**config.mk**
```make
export PLATFORM = sky130hd
export DESIGN_NAME = seg_scan_controller
export DESIGN_NICKNAME = d
export VERILOG_FILES = /design/src/rtl/seg_scan_controller.sv
export SDC_FILE = /design/constraint.sdc
export NUM_CORES = 1
export LEC_CHECK = 0
export BUFFER_PORTS_ARGS = -buffer_cell sky130_fd_sc_hd__buf_2
export CAP_MARGIN = 25
export CORE_ASPECT_RATIO = 0.7
export CORE_MARGIN = 2
export CORE_UTILIZATION = 50
export DETAILED_ROUTE_END_ITERATION = 6
export PLACE_DENSITY_LB_ADDON = 0.2
export REMOVE_ABC_BUFFERS = 1
export SYNTH_ARGS = -nofsm -noshare
export SYNTH_HDL_FRONTEND = slang
export SYNTH_SLANG_ARGS = --single-unit
```
**constraint.sdc**
```tcl
create_clock -name clk -period 2.76 [get_ports clk]
set_input_delay 0.414 -clock clk [delete_from_list [all_inputs] [get_ports clk]]
set_output_delay 0.414 -clock clk [all_outputs]
set_load 0.01 [all_outputs]
```
**src/rtl/seg_scan_controller.sv**
```systemverilog
// Scan sequencer for a common-anode multi-digit 7-segment display.
// Each digit slot is BLANK (all anodes off) followed by DRIVE (one anode lit).
// Host frames are double-buffered: a frame is accepted into a shadow buffer
// and copied to the active buffer only on a frame boundary. This keeps a
// frame from changing partway through a scan.
//
// Load handshake: load_ready is high while the shadow buffer is free. A
// frame is accepted on any rising edge where load_valid && load_ready.
// A pending frame is held until it is applied and is never overwritten.
module seg_scan_controller #(
    parameter int DIGITS      = 4,
    parameter int IDX_W       = 2,
    parameter int DIV         = 50000,
    parameter int DIV_W       = 16,
    parameter int BLANK_TICKS = 1,
    parameter int DRIVE_TICKS = 3
) (
    input  logic                  clk,
    input  logic                  rst_n,
    input  logic                  enable,
    input  logic                  load_valid,
    output logic                  load_ready,
    input  logic [4*DIGITS-1:0]   load_data,
    input  logic [DIGITS-1:0]     load_dp,
    output logic [DIGITS-1:0]     an_n,
    output logic [6:0]            seg_n,
    output logic                  dp_n,
    output logic [IDX_W-1:0]      cur_digit,
    output logic                  frame_done,
    output logic [1:0]            o_dbg_state
);

    localparam int PH_MAX = (BLANK_TICKS > DRIVE_TICKS) ? BLANK_TICKS : DRIVE_TICKS;
    localparam int PH_W   = (PH_MAX > 1) ? $clog2(PH_MAX) : 1;

    localparam logic [DIV_W-1:0] CNT_LAST   = DIV_W'(DIV - 1);
    localparam logic [PH_W-1:0]  BLANK_LAST = PH_W'(BLANK_TICKS - 1);
    localparam logic [PH_W-1:0]  DRIVE_LAST = PH_W'(DRIVE_TICKS - 1);
    localparam logic [IDX_W-1:0] DIGIT_LAST = IDX_W'(DIGITS - 1);

    typedef enum logic [1:0] {
        ST_OFF   = 2'd0,
        ST_BLANK = 2'd1,
        ST_DRIVE = 2'd2
    } state_t;

    state_t             r_state, w_state_next;
    logic [DIV_W-1:0]   r_cnt, w_cnt_next;
    logic [PH_W-1:0]    r_phase, w_phase_next;
    logic [IDX_W-1:0]   r_digit, w_digit_next;
    logic               w_tick;
    logic               w_boundary;
    logic               w_wrap;

    logic [4*DIGITS-1:0] r_shadow_data, r_active_data;
    logic [DIGITS-1:0]   r_shadow_dp, r_active_dp;
    logic                r_pending;

    logic [3:0]          w_nibble;
    logic                w_dp_sel;
    logic [DIGITS-1:0]   w_an_sel;

    // Active-low segment pattern {g,f,e,d,c,b,a} for one hex nibble
    function automatic logic [6:0] hex_to_seg(input logic [3:0] h);
        logic [6:0] s;
        s = 7'h7F;
        case (h)
            4'h0: s = 7'b1000000;
            4'h1: s = 7'b1111001;
            4'h2: s = 7'b0100100;
            4'h3: s = 7'b0110000;
            4'h4: s = 7'b0011001;
            4'h5: s = 7'b0010010;
            4'h6: s = 7'b0000010;
            4'h7: s = 7'b1111000;
            4'h8: s = 7'b0000000;
            4'h9: s = 7'b0010000;
            4'hA: s = 7'b0001000;
            4'hB: s = 7'b0000011;
            4'hC: s = 7'b1000110;
            4'hD: s = 7'b0100001;
            4'hE: s = 7'b0000110;
            4'hF: s = 7'b0001110;
            default: s = 7'h7F;
        endcase
        return s;
    endfunction

    assign w_tick      = (r_cnt == CNT_LAST);
    assign load_ready  = ~r_pending;
    assign cur_digit   = r_digit;
    assign o_dbg_state = r_state;

    // State, prescaler, phase and digit registers
    always_ff @(posedge clk or negedge rst_n) begin
        if (!rst_n) begin
            r_state <= ST_OFF;
            r_cnt   <= '0;
            r_phase <= '0;
            r_digit <= '0;
        end else begin
            r_state <= w_state_next;
            r_cnt   <= w_cnt_next;
            r_phase <= w_phase_next;
            r_digit <= w_digit_next;
        end
    end

    // Next-state logic; disable overrides everything and parks the scan at digit 0
    always_comb begin
        w_state_next = r_state;
        w_cnt_next   = r_cnt;
        w_phase_next = r_phase;
        w_digit_next = r_digit;
        w_boundary   = 1'b0;
        w_wrap       = 1'b0;
        if (!enable) begin
            w_state_next = ST_OFF;
            w_cnt_next   = '0;
            w_phase_next = '0;
            w_digit_next = '0;
        end else begin
            case (r_state)
                ST_OFF: begin
                    w_state_next = ST_BLANK;
                    w_cnt_next   = '0;
                    w_phase_next = '0;
                    w_digit_next = '0;
                    w_boundary   = 1'b1;
                end
                ST_BLANK: begin
                    w_cnt_next = w_tick ? '0 : r_cnt + 1'b1;
                    if (w_tick) begin
                        if (r_phase == BLANK_LAST) begin
                            w_state_next = ST_DRIVE;
                            w_phase_next = '0;
                        end else begin
                            w_phase_next = r_phase + 1'b1;
                        end
                    end
                end
                ST_DRIVE: begin
                    w_cnt_next = w_tick ? '0 : r_cnt + 1'b1;
                    if (w_tick) begin
                        if (r_phase == DRIVE_LAST) begin
                            w_state_next = ST_BLANK;
                            w_phase_next = '0;
                            if (r_digit == DIGIT_LAST) begin
                                w_digit_next = '0;
                                w_boundary   = 1'b1;
                                w_wrap       = 1'b1;
                            end else begin
                                w_digit_next = r_digit + 1'b1;
                            end
                        end else begin
                            w_phase_next = r_phase + 1'b1;
                        end
                    end
                end
                default: begin
                    w_state_next = ST_OFF;
                    w_cnt_next   = '0;
                    w_phase_next = '0;
                    w_digit_next = '0;
                end
            endcase
        end
    end

    // Select the nibble, decimal point and anode of the digit about to be shown
    always_comb begin
        w_nibble = '0;
        w_dp_sel = 1'b0;
        w_an_sel = '1;
        for (int k = 0; k < DIGITS; k++) begin
            if (w_digit_next == IDX_W'(k)) begin
                w_nibble    = r_active_data[4*k +: 4];
                w_dp_sel    = r_active_dp[k];
                w_an_sel[k] = 1'b0;
            end
        end
    end

    // Shadow/active frame buffers; boundary copy and host accept are exclusive
    always_ff @(posedge clk or negedge rst_n) begin
        if (!rst_n) begin
            r_shadow_data <= '0;
            r_shadow_dp   <= '0;
            r_active_data <= '0;
            r_active_dp   <= '0;
            r_pending     <= 1'b0;
        end else if (w_boundary && r_pending) begin
            r_active_data <= r_shadow_data;
            r_active_dp   <= r_shadow_dp;
            r_pending     <= 1'b0;
        end else if (load_valid && !r_pending) begin
            r_shadow_data <= load_data;
            r_shadow_dp   <= load_dp;
            r_pending     <= 1'b1;
        end
    end

    // Display outputs follow the next state so anode and segments switch together
    always_ff @(posedge clk or negedge rst_n) begin
        if (!rst_n) begin
            an_n       <= '1;
            seg_n      <= 7'h7F;
            dp_n       <= 1'b1;
            frame_done <= 1'b0;
        end else begin
            frame_done <= w_wrap;
            if (w_state_next == ST_DRIVE) begin
                an_n  <= w_an_sel;
                seg_n <= hex_to_seg(w_nibble);
                dp_n  <= ~w_dp_sel;
            end else begin
                an_n  <= '1;
                seg_n <= 7'h7F;
                dp_n  <= 1'b1;
            end
        end
    end

endmodule
```
==> impl_metrics.csv, run 1 <==
group,metric,value,unit
outcome,status,"finished clean",
min_path,hold_depth,2,
placement,portBuffers,41,
grt,antenna_found_initial,0,
synth,avgSynthCellArea,12.3,µm²
finish,stdcell_area,4680,µm²
clock_tree,cts_root_buf,"clkbuf_8",
finish,drive_gt1_share,47.6,%
finish,fin_nets,439,
placement,hpwl,5120,µm
clock_tree,clock_latency,350,ps
synth,synth_mux_area_share,16.8,%
setup_path,critPathLaunchType,"flop",
setup_path,reg2reg_from,"r_cnt[13]",
sta,hold_viol,0,
synth,async_flop_share,100,%
drt,drc,0,
placement,gp_congestion,0.815,
sta,setup_viol_count_final,0,
min_path,hold_class,"in2reg",
grt,grt_overflow_total,0,
sta,clock_skew,10.5,ps
finish,areaGrowthSynthToFinish,26.5,%
sta,maxSlewViolCount,0,
clock_tree,cts_tree,"done",
drt,drt.antenna.violating_nets,0,
grt,grt_pass1_wl,12400,µm
drt,wirelength,7280,µm
synth,yosys_register_bits,76,
setup_path,reg2reg_depth,11,
sta,fin_crit_sh,98.3,%
job,drv_cap,0,
setup_path,cp_max_fo,9,
sta,max_slew_margin,60.6,%
clock_tree,htreeDepth,3,
die,die_w,107,µm
synth,ys_seq_area_share,51.8,%
pwr,leakage,2.11,nW
die,dieHeight,76.0,µm
placement,pre_cts_ws,-54.6,ps
finish,fin_cells,501,
sta,holdWs,291,ps
placement,dp_cells,472,
grt,grt_use_total,19.3,%
pwr,ir_drop,422,µV
sta,worst_slack,47.5,ps
synth,synthAdderAreaFrac,5.74,%
sta,period_needed,2710,ps
finish,diodes,0,
synth,syn_inst,301,
clock_tree,cts_sinks,76,
synth,synth-compound-area-share,8.04,%
die,start_util,51.3,%
min_path,worstHoldStart,"load_data[1]",
setup_path,end_kind,"flop",
setup_path,critical_path_class,"reg2reg",
die,io_pins,42,
setup_path,crit_required,3050,ps
setup_path,arrival,3000,ps
pwr,p_total,3.19,mW
clock_tree,clk_pin_slew_worst_paths,90,ps
die,die_area,8120,µm²
synth,netlist_area,3700,µm²
finish,fillers,583,
drt,vias,2599,
sta,fmax,369,MHz
grt,grt_max_degree,77,
sta,worst_pin_slew,591,ps
drt,drtIter0Drc,121,
pwr,power_density,682,nW/µm²
sta,rsz0062_at_grt,"true",
setup_path,regToRegSetupSlack,50,ps
synth,synth_edf_count,0,
clock_tree,cts_max_path_buffers,2,
finish,final_common_cell,"dfrtp_1",
min_path,hold_path_end,"r_shadow_data[1]",
finish,layout_common_cells,"64 x dfrtp_1, 51 x buf_4, 40 x mux2_2, 40 x buf_2",
drt,wl_met3,287,µm
drt,met2_length,3140,µm
grt,grt_pass1_vias,2547,
setup_path,r2r_end,"seg_n[3]",
drt,top_layer_used,"met4",
synth,synth.distinct_cells,52,
drt,detail_route.wl_per_cell,14.5,µm
drt,dr.pass1.iters,4,
placement,place_area,4300,µm²
die,coreArea,7220,µm²
drt,via_per_inst,5.19,
synth,yosys.area_share.simple,12.2,%
synth,yosysWarningCount,0,
synth,synth-xor-area-share,3.31,%
synth,synthFlopType,"dfrtp_1",
die,rows,26,
synth,synth_top_family_by_area,"multiplexers",
clock_tree,numCtsBuffers,9,
drt,m1WireLength,3770,µm
## worst max-delay path, stage by stage (launching register included)
cell and delay (ps):
dfrtp_1 430, nor4_4 390, buf_4 180, a41o_1 210, o211a_4 190, buf_4 110
buf_4 100, a211oi_1 50, a22oi_2 440, buf_4 210, mux2_4 290, nand2_2 60
## registers in the layout (all words and copies together) (netlist names)
| signal | count |
|---|---|
| r_active_data | 16 |
| r_cnt | 16 |
| r_shadow_data | 16 |
| seg_n | 7 |
| an_n | 4 |
| r_active_dp | 4 |
| r_shadow_dp | 4 |
| cur_digit | 2 |
| o_dbg_state | 2 |
| r_phase | 2 |
| dp_n | 1 |
| frame_done | 1 |
| r_pending | 1 |
## how the worst max path moves through the flow
stage / from / to / slack (ps) / cells past startpoint
2_1_floorplan: o_dbg_state[0] / seg_n[3] / -330 / 12
3_3_place_gp: o_dbg_state[0] / seg_n[3] / 6 / 13
3_5_place_dp: r_phase[0] / seg_n[3] / -50 / 15
4_1_cts: o_dbg_state[0] / seg_n[3] / 40 / 13
5_1_grt: r_cnt[13] / seg_n[3] / -70 / 11
6_report: r_cnt[13] / seg_n[3] / 50 / 11
## synth_stat cells (all sizes together), types with 2 or more instances
| master | instances | area share (%) |
|---|---|---|
| clkbuf | 4 | 0.41 |
| ha | 17 | 5.7 |
| nand2 | 26 | 2.7 |
| a2bb2oi | 2 | 0.47 |
| a22oi | 4 | 1.3 |
| nand3 | 8 | 1.1 |
| o221ai | 2 | 0.47 |
| dfstp | 12 | 8.5 |
| o31ai | 2 | 0.41 |
| o211a | 3 | 1.0 |
| nor2b | 2 | 0.34 |
| nand2b | 2 | 0.34 |
| and4 | 3 | 0.71 |
| dfrtp | 64 | 43 |
| xnor2 | 6 | 1.4 |
| a211oi | 2 | 0.54 |
| buf | 4 | 0.51 |
| mux2i | 11 | 3.3 |
| xor2 | 8 | 1.9 |
| a21oi | 2 | 0.27 |
| a21o | 2 | 0.41 |
| o211ai | 4 | 0.95 |
| and3 | 7 | 1.2 |
| a41o | 2 | 0.54 |
| o21ai | 7 | 0.95 |
| nor2 | 25 | 2.7 |
| inv | 12 | 1.3 |
| mux2 | 44 | 13 |
| nor3b | 2 | 0.41 |
| and2 | 3 | 0.51 |
## logic make-up (layout without fill, tap and decap cells)
logic type | count (synthesis) | in the layout
xor+xnor | 14 | 14
flops | 76 | 76
simple gates | 84 | 84
compound gates | 35 | 35
mux | 55 | 55
fa+ha+maj | 17 | 17
buf+inv | 20 | 122
## metrics by stage
stage          util, %  TNS [ps]
2_1_floorplan        -     -1390
3_3_place_gp      59.5         0
3_5_place_dp      59.5      -107
4_1_cts           62.5         0
5_1_grt           64.8      -182
6_report          64.8         0
## area by class of cell
cell class / instances / area [µm²] / share of cell area (%)
Timing Repair Buffer: 94 / 632 / 13.5
Clock buffer: 10 / 128 / 2.73
Multi-Input combinational cell: 205 / 1790 / 38.1
Tap cell: 98 / 123 / 2.62
Inverter: 12 / 50.0 / 1.07
Clock inverter: 6 / 48.8 / 1.04
Sequential cell: 76 / 1920 / 40.9
## repair_timing
item                       in CTS  in global routing
setup endpoints to repair       3                  6
pin swaps                       3                  8
hold buffers                    0                  1
resized for setup               6                 18
hold endpoints to repair        0                  4
buffers inserted                3                  8
## layer usage
metal	up-vias	GRT usage, %
li1	1261	-
met1	1285	30.1
met2	46	27.0
met3	7	4.70
met4	0	4.68
met5	-	0
## report_power, final
part | internal [mW] | switching, mW
sequential | 1.36 | 0.150
combinational | 0.517 | 0.418
clock | 0.332 | 0.421
(Power assumes the default switching activity.)
==> run 2, diff against run 1 <==
--- a/config.mk
+++ b/config.mk
@@ -7,12 +7,12 @@
 export LEC_CHECK = 0
 export BUFFER_PORTS_ARGS = -buffer_cell sky130_fd_sc_hd__buf_2
 export CAP_MARGIN = 25
-export CORE_ASPECT_RATIO = 0.7
 export CORE_MARGIN = 2
 export CORE_UTILIZATION = 50
 export DETAILED_ROUTE_END_ITERATION = 6
 export PLACE_DENSITY_LB_ADDON = 0.2
 export REMOVE_ABC_BUFFERS = 1
+export SKIP_CTS_REPAIR_TIMING = 1
 export SYNTH_ARGS = -nofsm -noshare
 export SYNTH_HDL_FRONTEND = slang
 export SYNTH_SLANG_ARGS = --single-unit
==> run 2 against run 1 <==
Net effect: flip-flop and latch count did not move; critical path depth up 2; cell area down 1.7%; clock skew grew 5.2 ps; clock power grew 19%; critical endpoint is now seg_n[5]; maximum frequency decreased by 0.39%; power is 2.8% higher.
==> impl_metrics.csv, run 2 (synthesized netlist as in run 1, its figures left out) <==
group,metric,value,unit
drt,drt.antenna.violating_nets,0,
outcome,status,"finished clean",
drt,drc,0,
setup_path,crit_required,3020,ps
pwr,ir_drop,417,µV
finish,drive_gt1_share,46.3,%
sta,worst_pin_slew,581,ps
finish,layout_common_cells,"63 x dfrtp_1, 41 x mux2_2, 40 x buf_2, 40 x buf_4, 25 x nand2_1",
drt,vias,2519,
finish,areaGrowthSynthToFinish,24.3,%
drt,via_per_inst,5.14,
sta,hold_viol,0,
drt,wirelength,7270,µm
setup_path,regToRegSetupSlack,40,ps
die,coreArea,7210,µm²
grt,grt_overflow_total,0,
sta,clock_skew,15.7,ps
clock_tree,cts_tree,"done",
setup_path,critPathLaunchType,"flop",
grt,grt_use_total,18.1,%
die,die_w,90.1,µm
setup_path,arrival,2980,ps
clock_tree,htreeDepth,3,
finish,final_common_cell,"dfrtp_1",
min_path,hold_class,"in2reg",
placement,dp_cells,461,
setup_path,cp_max_fo,5,
pwr,leakage,2.06,nW
setup_path,critical_path_class,"reg2reg",
clock_tree,cts_sinks,76,
die,start_util,51.3,%
clock_tree,cts_max_path_buffers,2,
sta,maxSlewViolCount,0,
grt,grt_pass1_vias,2478,
die,die_area,8110,µm²
sta,fmax,367,MHz
grt,antenna_found_initial,0,
drt,drtIter0Drc,119,
sta,period_needed,2720,ps
sta,tns,0,ps
placement,hpwl,4940,µm
grt,grt_pass1_wl,11900,µm
setup_path,end_kind,"flop",
sta,max_slew_margin,61.3,%
clock_tree,clock_latency,350,ps
die,dieHeight,90.1,µm
job,drv_cap,0,
finish,diodes,0,
sta,rsz0062_at_grt,"true",
die,rows,31,
clock_tree,numCtsBuffers,9,
finish,fin_cells,490,
placement,portBuffers,41,
clock_tree,clk_pin_slew_worst_paths,90,ps
grt,grt_max_degree,77,
clock_tree,cts_root_buf,"clkbuf_8",
drt,detail_route.wl_per_cell,14.8,µm
placement,gp_congestion,0.878,
finish,fillers,601,
finish,largestRegisters,"r_active_data: 16 flops, r_cnt: 16 flops, r_shadow_data: 16 flops",
pwr,power_density,713,nW/µm²
die,io_pins,42,
sta,fin_crit_sh,98.7,%
finish,fin_nets,427,
drt,dr.pass1.iters,4,
sta,setup_viol_count_final,0,
-- run 2: worst paths after layout --
| kind | to | cells past startpoint | start |
|---|---|---|---|
| min in group asynchronous | frame_done | 2 | rst_n |
| worst max register to register | seg_n[5] | 13 | r_cnt[13] |
| worst min-delay path | r_shadow_data[9] | 2 | load_data[9] |
| max in group asynchronous | seg_n[6] | 3 | rst_n |
| worst min register to register | r_shadow_dp[2] | 1 | r_shadow_dp[2] |
| worst max-delay path | seg_n[5] | 13 | r_cnt[13] |
-- run 2: final cells by class --
cell class                      instances  area, µm²  area share [%]
Timing Repair Buffer                   82        538            11.7
Multi-Input combinational cell        205       1760            38.3
Tap cell                               99        124            2.69
Sequential cell                        76       1920            41.7
Clock inverter                          6       71.3            1.55
Inverter                               12       50.0            1.09
Clock buffer                           10        138            2.99
-- run 2: layer usage --
layer / wire length, µm / vias up / share of wire [%] / GRT usage (%)
met1: 3500 / 1236 / 48 / 24.4
met5: 0 / - / 0 / 0
met3: 242 / 8 / 3.3 / 4.61
met2: 3460 / 52 / 48 / 29.4
li1: - / 1223 / - / -
met4: 70 / 0 / 0.96 / 5.00
-- run 2: worst max-delay path: stages, from the launching register on --
cell,delay [ps]
dfrtp_2,450
nor4_4,270
buf_4,180
a41o_1,240
o211ai_2,130
nand2_2,110
clkinv_4,90
mux2i_2,240
mux2i_4,110
buf_4,160
ha_2,190
mux2_1,300
nand2_1,70
o211ai_1,90
-- run 2: through the flow --
step           hold WS [ps]  worst slack [ps]  total power, mW  util (%)  area (µm²)
2_1_floorplan           118              -331             2.05         -        3670
3_3_place_gp            482              69.9             2.25      58.4        4210
3_5_place_dp            492             -22.0             2.28      58.4        4210
4_1_cts                 235             -67.4             3.18      61.3        4420
5_1_grt                 268             -65.5             3.47      63.8        4600
6_report                291              36.8             3.28      63.8        4600
-- run 2: report_power, final --
group	internal, mW	total [mW]	leakage, nW	switching [mW]
logic	0.483	0.879	1.04	0.397
clock network	0.450	0.896	0.0995	0.445
registers	1.36	1.51	0.924	0.151
total	2.29	3.28	2.06	0.993
==> run 3, diff against run 2 <==
==> constraint.sdc (replaced) <==
create_clock -name clk -period 2.4 [get_ports clk]
set_input_delay 0.36 -clock clk [delete_from_list [all_inputs] [get_ports clk]]
set_output_delay 0.36 -clock clk [all_outputs]
set_load 0.01 [all_outputs]
==> run 3 against run 2 <==
Net effect: the flow now finishes with violations (negative setup slack); flip-flop and latch count is the same; die area stayed put; sequential share of layout area decreased by 2.6 points; non-clock buffer count is 25 higher; global-route usage up 2.1 points; clock skew is 9.3 ps lower.
==> impl_metrics.csv, run 3 (synthesized netlist as in run 1, its figures left out) <==
group,metric,value,unit
drt,drc,0,
sta,setup_viol_count_final,7,
die,dieHeight,90.1,µm
pwr,p_total,4.10,mW
finish,stdcell_area,4900,µm²
placement,place_area,4420,µm²
sta,maxSlewViolCount,0,
finish,areaGrowthSynthToFinish,32.3,%
die,die_area,8110,µm²
sta,fin_crit_sh,115,%
outcome,violations,"negative setup slack",
drt,vias,2713,
sta,worst_pin_slew,604,ps
setup_path,cp_max_fo,6,
die,coreArea,7210,µm²
sta,tns,-2240,ps
drt,detail_route.wl_per_cell,15.8,µm
clock_tree,cts_max_path_buffers,2,
finish,fin_nets,452,
setup_path,reg2reg_from,"r_cnt[13]",
grt,grt_pass1_vias,2684,
placement,dp_cells,484,
finish,drive_gt1_share,51.2,%
clock_tree,htreeDepth,3,
finish,diodes,0,
drt,drtIter0Drc,173,
setup_path,critPathLaunchType,"flop",
placement,gp_congestion,0.856,
die,die_w,90.1,µm
grt,grt_use_total,20.2,%
placement,portBuffers,41,
die,io_pins,42,
sta,period_needed,2770,ps
setup_path,crit_required,2690,ps
grt,grt_pass1_wl,13100,µm
setup_path,critPathLaunch,"r_cnt[13]",
placement,pre_cts_ws,-349,ps
sta,rsz0062_at_grt,"true",
drt,drt.antenna.violating_nets,0,
drt,via_per_inst,5.27,
finish,largestRegisters,"r_active_data: 16 flops, r_cnt: 16 flops, r_shadow_data: 16 flops",
clock_tree,cts_tree,"done",
sta,fmax,361,MHz
sta,holdWs,239,ps
grt,grt_max_degree,46,
min_path,hold_class,"in2reg",
drt,wirelength,8130,µm
finish,final_util,67.9,%
finish,final_common_cell,"dfrtp_1",
pwr,leakage,2.21,nW
clock_tree,clock_latency,350,ps
clock_tree,numCtsBuffers,9,
min_path,worstHoldStart,"load_data[3]",
sta,max_slew_margin,59.7,%
clock_tree,clk_pin_slew_worst_paths,80,ps
pwr,ir_drop,544,µV
sta,hold_viol,0,
pwr,power_density,837,nW/µm²
grt,antenna_found_initial,0,
setup_path,end_kind,"flop",
sta,worst_slack,-372,ps
finish,layout_common_cells,"64 x dfrtp_1, 58 x buf_4, 40 x mux2_2, 40 x buf_2",
die,start_util,51.3,%
job,drv_cap,0,
finish,fin_cells,515,
grt,grt_overflow_total,0,
clock_tree,cts_sinks,76,
setup_path,critical_path_class,"reg2reg",
setup_path,arrival,3060,ps
outcome,status,"complete, but fails checks",
die,rows,31,
sta,clock_skew,6.37,ps
placement,hpwl,5380,µm
drt,dr.pass1.iters,4,
clock_tree,cts_root_buf,"clkbuf_8",
[run 3: cell type report]
cell class	count	area [µm²]
inverter	12	50.0
multi-input combinational	205	1840
tap	99	124
clock inverter	6	71.3
sequential	76	1920
fill	549	2310
timing repair buffer	107	762
clock buffer	10	138
[run 3: worst paths after layout]
path                                      to  slack [ps]  depth (start not counted)
hold / removal              r_shadow_data[3]         240                          2
hold reg to reg            r_shadow_data[10]         510                          1
min in group asynchronous          r_cnt[15]         490                          2
max in group asynchronous               dp_n        1280                          3
setup / recovery                    seg_n[3]        -370                         14
setup reg to reg                    seg_n[3]        -370                         14
[run 3: layer usage]
| metal | GRT usage [%] | routed length, µm | up-vias |
|---|---|---|---|
| li1 | - | - | 1283 |
| met1 | 28.2 | 3770 | 1358 |
| met2 | 31.3 | 4000 | 59 |
| met3 | 4.61 | 233 | 13 |
| met4 | 6.92 | 129 | 0 |
| met5 | 0 | 0 | - |
[run 3: power by group]
part	internal [mW]	switching (mW)	leakage (nW)
clock	0.516	0.508	0.0991
sequential	1.56	0.195	0.926
combinational	0.762	0.563	1.19
[run 3: critical path, cell delays in order (launching register included)]
cell      delay [ps]
dfrtp_1          420
nor4_4           270
buf_4            180
a41o_1           220
o211ai_2         130
nand2_2          120
clkinv_4         120
mux2i_4          210
mux2i_4          250
inv_2            120
ha_4             290
inv_2             30
mux2i_1          130
mux2_4           170
nand2_2           40
